===== src/rtl/result_pack_buffer.sv =====
// Packs pairs of DATA_W adder results into MEM_WORD_SIZE words and queues them for the controller.
// Optional partial-word flush port is enabled by defining RESULT_PACK_BUFFER_FLUSH_EN.
module result_pack_buffer #(
  parameter int DATA_W        = 32,
  parameter int MEM_WORD_SIZE = 64,
  parameter int OUT_DEPTH     = 2
) (
  input  logic                             clk_i,
  input  logic                             rst_ni,
  input  logic                             clear_i,
  input  logic                             buffer_control_i,
  input  logic                             res_valid_i,
  input  logic [DATA_W-1:0]                res_data_i,
  output logic                             res_ready_o,
  output logic                             word_valid_o,
  input  logic                             word_ready_i,
  output logic [MEM_WORD_SIZE-1:0]         buff_result_o,
`ifdef RESULT_PACK_BUFFER_FLUSH_EN
  input  logic                             flush_i,
`endif
  output logic [$clog2(OUT_DEPTH+1)-1:0]   count_o
);

  // Handshakes: a transfer happens on a rising edge where valid and ready are both high;
  // ready never depends on the same-cycle pop, only on registered occupancy.
  localparam int CW = $clog2(OUT_DEPTH+1);
  localparam int PW = $clog2(OUT_DEPTH);
  localparam logic [CW-1:0] DEPTH_C = CW'(OUT_DEPTH);

  typedef enum logic [1:0] {S_EMPTY, S_HALF, S_FULL} state_e;

  state_e              state_q, state_d;
  logic                lo_v_q, lo_v_d, hi_v_q, hi_v_d;
  logic [DATA_W-1:0]   lo_q, lo_d, hi_q, hi_d;
  logic [MEM_WORD_SIZE-1:0] mem_q [OUT_DEPTH];
  logic [PW-1:0]       wr_q, rd_q;
  logic [CW-1:0]       count_q;
  logic                room, commit, flush_push, push, pop, accept, sel_v;
  logic [MEM_WORD_SIZE-1:0] push_word;

  assign room   = (count_q < DEPTH_C);
  assign commit = (state_q == S_FULL) && room && !clear_i;
`ifdef RESULT_PACK_BUFFER_FLUSH_EN
  assign flush_push = flush_i && (state_q == S_HALF) && room && !clear_i;
`else
  assign flush_push = 1'b0;
`endif
  assign push   = commit || flush_push;
  assign sel_v  = buffer_control_i ? hi_v_q : lo_v_q;
  assign res_ready_o = rst_ni && !clear_i && (!sel_v || commit);
  assign accept = res_valid_i && res_ready_o;
  assign pop    = word_valid_o && word_ready_i && !clear_i;

  // Invalid halves are zero-filled, which only matters for a flushed partial word.
  assign push_word = {(hi_v_q ? hi_q : {DATA_W{1'b0}}), (lo_v_q ? lo_q : {DATA_W{1'b0}})};

  always_comb begin
    lo_v_d = lo_v_q;
    hi_v_d = hi_v_q;
    lo_d   = lo_q;
    hi_d   = hi_q;
    if (clear_i) begin
      lo_v_d = 1'b0;
      hi_v_d = 1'b0;
    end else begin
      if (push) begin
        lo_v_d = 1'b0;
        hi_v_d = 1'b0;
      end
      if (accept) begin
        if (buffer_control_i) begin
          hi_d   = res_data_i;
          hi_v_d = 1'b1;
        end else begin
          lo_d   = res_data_i;
          lo_v_d = 1'b1;
        end
      end
    end
    if (lo_v_d && hi_v_d)      state_d = S_FULL;
    else if (lo_v_d || hi_v_d) state_d = S_HALF;
    else                       state_d = S_EMPTY;
  end

  always_ff @(posedge clk_i or negedge rst_ni) begin
    if (!rst_ni) begin
      state_q <= S_EMPTY;
      lo_v_q  <= 1'b0;
      hi_v_q  <= 1'b0;
      lo_q    <= '0;
      hi_q    <= '0;
    end else begin
      state_q <= state_d;
      lo_v_q  <= lo_v_d;
      hi_v_q  <= hi_v_d;
      lo_q    <= lo_d;
      hi_q    <= hi_d;
    end
  end

  always_ff @(posedge clk_i or negedge rst_ni) begin
    if (!rst_ni) begin
      wr_q    <= '0;
      rd_q    <= '0;
      count_q <= '0;
    end else if (clear_i) begin
      wr_q    <= '0;
      rd_q    <= '0;
      count_q <= '0;
    end else begin
      if (push) wr_q <= wr_q + 1'b1;
      if (pop)  rd_q <= rd_q + 1'b1;
      if (push && !pop)      count_q <= count_q + 1'b1;
      else if (pop && !push) count_q <= count_q - 1'b1;
    end
  end

  always_ff @(posedge clk_i) begin
    if (push) mem_q[wr_q] <= push_word;
  end

  assign word_valid_o  = (count_q != '0);
  assign buff_result_o = word_valid_o ? mem_q[rd_q] : '0;
  assign count_o       = count_q;

endmodule

===== config.mk =====
export PLATFORM = sky130hd
export DESIGN_NAME = result_pack_buffer
export DESIGN_NICKNAME = d
export VERILOG_FILES = /design/src/rtl/result_pack_buffer.sv
export SDC_FILE = /design/constraint.sdc
export NUM_CORES = 1
export LEC_CHECK = 0
export ABC_CLOCK_PERIOD_IN_PS = 11800
export CELL_PAD_IN_SITES_DETAIL_PLACEMENT = 1
export CELL_PAD_IN_SITES_GLOBAL_PLACEMENT = 1
export CORE_UTILIZATION = 50
export DETAILED_ROUTE_END_ITERATION = 12
export GPL_TIMING_DRIVEN = 0
export PLACE_DENSITY = 0.83
export SLEW_MARGIN = 10
export SYNTH_ARGS = -nofsm -noshare
export SYNTH_HDL_FRONTEND = slang
export SYNTH_SLANG_ARGS = --single-unit

===== constraint.sdc =====
create_clock -name clk_i -period 11.8 [get_ports clk_i]
set_input_delay 2.36 -clock clk_i [delete_from_list [all_inputs] [get_ports clk_i]]
set_output_delay 2.36 -clock clk_i [all_outputs]
set_load 0.03 [all_outputs]

==> impl_metrics.ini <==
[clocking]
cts_hold_buf = 0
cts_max_path_buffers = 2
cts_setup_buffers = 0
clock_sinks = 200
numCtsBuffers = 17
clock_latency_ps = 430
cts_tree = done
cts_htree_levels = 4
clk_pin_slew_ps = 70
cts_resized = 0
cts_root_buffer = clkbuf_16

[timing]
rsz0062_at_grt = false
finalClockSkew_ps = 6.787
final.min_clock_period_ps = 6679
slew_viol_final = 0
timing.hold.ws_ps = 486.0
setup-tns-final_ps = 0
max_freq_mhz = 149.7
setup_slack_ps = 5121
fin_crit_sh_pct = 56.60
setup_viol = 0
slew_headroom_pct = 39.46
worst_slew_pin_slew_ps = 908.2
hold_viol = 0

[run]
drv_cap = 0

[final_layout]
n_antenna_cell = 0
final_area_um2 = 10250
fin_nets = 697
syn_to_final_growth_pct = 25.74
drive_gt1_share_pct = 17.59

[place]
place_congestion = 0.7427
dpl.hpwl_um = 12750
postPlaceCellArea_um2 = 9639
port_buffers = 104
pre_cts_ws_ps = 5152

[floorplanning]
num_io_pins = 106
row_count = 46
initial_core_util_pct = 51.31
die_area_um2 = 16820
core_um2 = 15890
die_x_um = 129.7
die_h_um = 129.7

[drt]
drtAntennaViolNets = 0
post-route-drc-count = 0
num_vias = 4734
via_per_inst = 5.337
drt_iter0_drc = 220
wl_um = 20090
wl_per_cell_um = 22.64
dr.pass1.iters = 5

[logic_synthesis]
syn-cell-area_um2 = 8150
yosys_warnings = 0
synth.net_count = 557
synth_cell_type_count = 29
syn_area_per_cell_um2 = 15.73
yosysMostFrequentCell = edfxtp_1
synth_top_area_share_pct = 47.16
yosysSeqAreaShare_pct = 69.27
ys_ff_latch = 200
async_flop_share_pct = 36.00
postSynthCellCount = 518
yosys.area.top_type = edfxtp_1
ys.flop_type = edfxtp_1
synth_edf_count = 128
synth_top_cells_by_count = edfxtp_1, dfrtp_1, nor2_1
synth.area.top_cells = edfxtp_1, dfrtp_1, mux2i_1, mux2_4, and2_1

[setup_path]
regToRegStartpoint = count_o[1]
path_common_cell = clkdlybuf4s50_1
cp_top_family = buffers and inverters
arrival_ps = 4320
cp.required_ps = 9440
path_max_fanout = 3
worst_path_largest_cell_delay_ps = 750
critical_path_class = in -> out
critPathLaunchType = input pin
crit_buf_inv = 2
cp-end-kind = output port
crit_path_top_delay_cell = clkdlybuf4s50_1
startpoint = buffer_control_i
path_cells = clkdlybuf4s50_1 -> mux2i_1 -> nor2_1 -> nor3b_1 -> clkdlybuf4s50_1

[global_route]
grt_antenna_before_repair = 0
grt_pass1_wl_um = 30690
use_met3_pct = 5.491
met1_usage_pct = 29.90
overflow = 0
grt_max_degree = 61
grt_pass1_vias = 5414
use_met2_pct = 46.27
top_usage_layer = met2
grt_use_total_pct = 25.64

[power]
ir_worst_vdd_mv = 0.1196
p_leak_nw = 3.699
p_total_w = 0.001574
powerDensity_nw_per_um2 = 153.6

[outcome]
outcome = finished clean

[min_path]
min_path_type = reg -> reg
worstHoldStart = hi_q[9]
[path summary, 6_finish.rpt]
path                            cells past startpoint  slack (ps)      endpoint
worst max-delay path                                5        5120   res_ready_o
worst min-delay path                                1         490       hi_q[9]
worst max register to register                      6        9250  mem_q[1][22]
worst min register to register                      1         490       hi_q[9]
max in group asynchronous                           2        9440       hi_q[3]
min in group asynchronous                           1        1780      lo_q[14]
[worst register-to-register path, stage by stage (launching register included)]
cell     delay (ps)
dfrtp_1         450
or3b_1          400
buf_6           160
nor3b_2         560
buf_4           320
buf_4           210
buf_6           170
[registers in the layout (all words and copies together), names as in the netlist]
name / count
mem_q: 128
hi_q: 32
lo_q: 32
count_o: 2
state_q: 2
hi_v_q: 1
lo_v_q: 1
rd_q: 1
wr_q: 1
[report_power, final]
part	total [W]	internal, W	switching, W
Sequential	0.000836	0.000803	0.0000327
Clock	0.000606	0.000351	0.000254
Combinational	0.000133	0.0000782	0.0000544
Total	0.00157	0.00123	0.000341
[metrics by stage]
step / util (%) / instances
6_report: 64.52 / 887
5_1_grt: 64.52 / 887
4_1_cts: 64.52 / 887
3_5_place_dp: 60.68 / 855
3_3_place_gp: 59.56 / 838
2_1_floorplan: - / 518
[logic make-up after synthesis]
group | synth area share (%)
AO/OA/AOI/OAI | 1.059
multiplexers | 18.16
adder cells (fa/ha/maj) | 0.1535
flip-flops | 69.27
buffers and inverters | 2.180
AND/OR/NAND/NOR | 8.965
XOR/XNOR | 0.2150
[layer usage]
metal  part of all wire (%)  routed length [um]
met5                      0                   0
met4                    2.7                 548
met3                    3.6                 721
met2                     53               10630
met1                     41                8184
[area by class of cell]
class	instances	area, um^2
Buffer	30	166.4
Clock buffer	17	425.4
Clock inverter	15	183.9
Fill cell	1480	5637
Inverter	3	11.26
Multi-Input combinational cell	285	2337
Sequential cell	200	5645
Tap cell	216	270.3
Timing Repair Buffer	121	1209
[cell usage in the layout (no fill, tap or decap), drive strengths merged, types with 8 or more instances in the layout]
cell	n
nor2	68
dfrtp	72
and2	64
buf	36
clkdlybuf4s50	103
mux2	64
mux2i	65
clkinv	8
edfxtp	128
clkbuf	29
No activity file was read; power rests on OpenSTA's default activity.
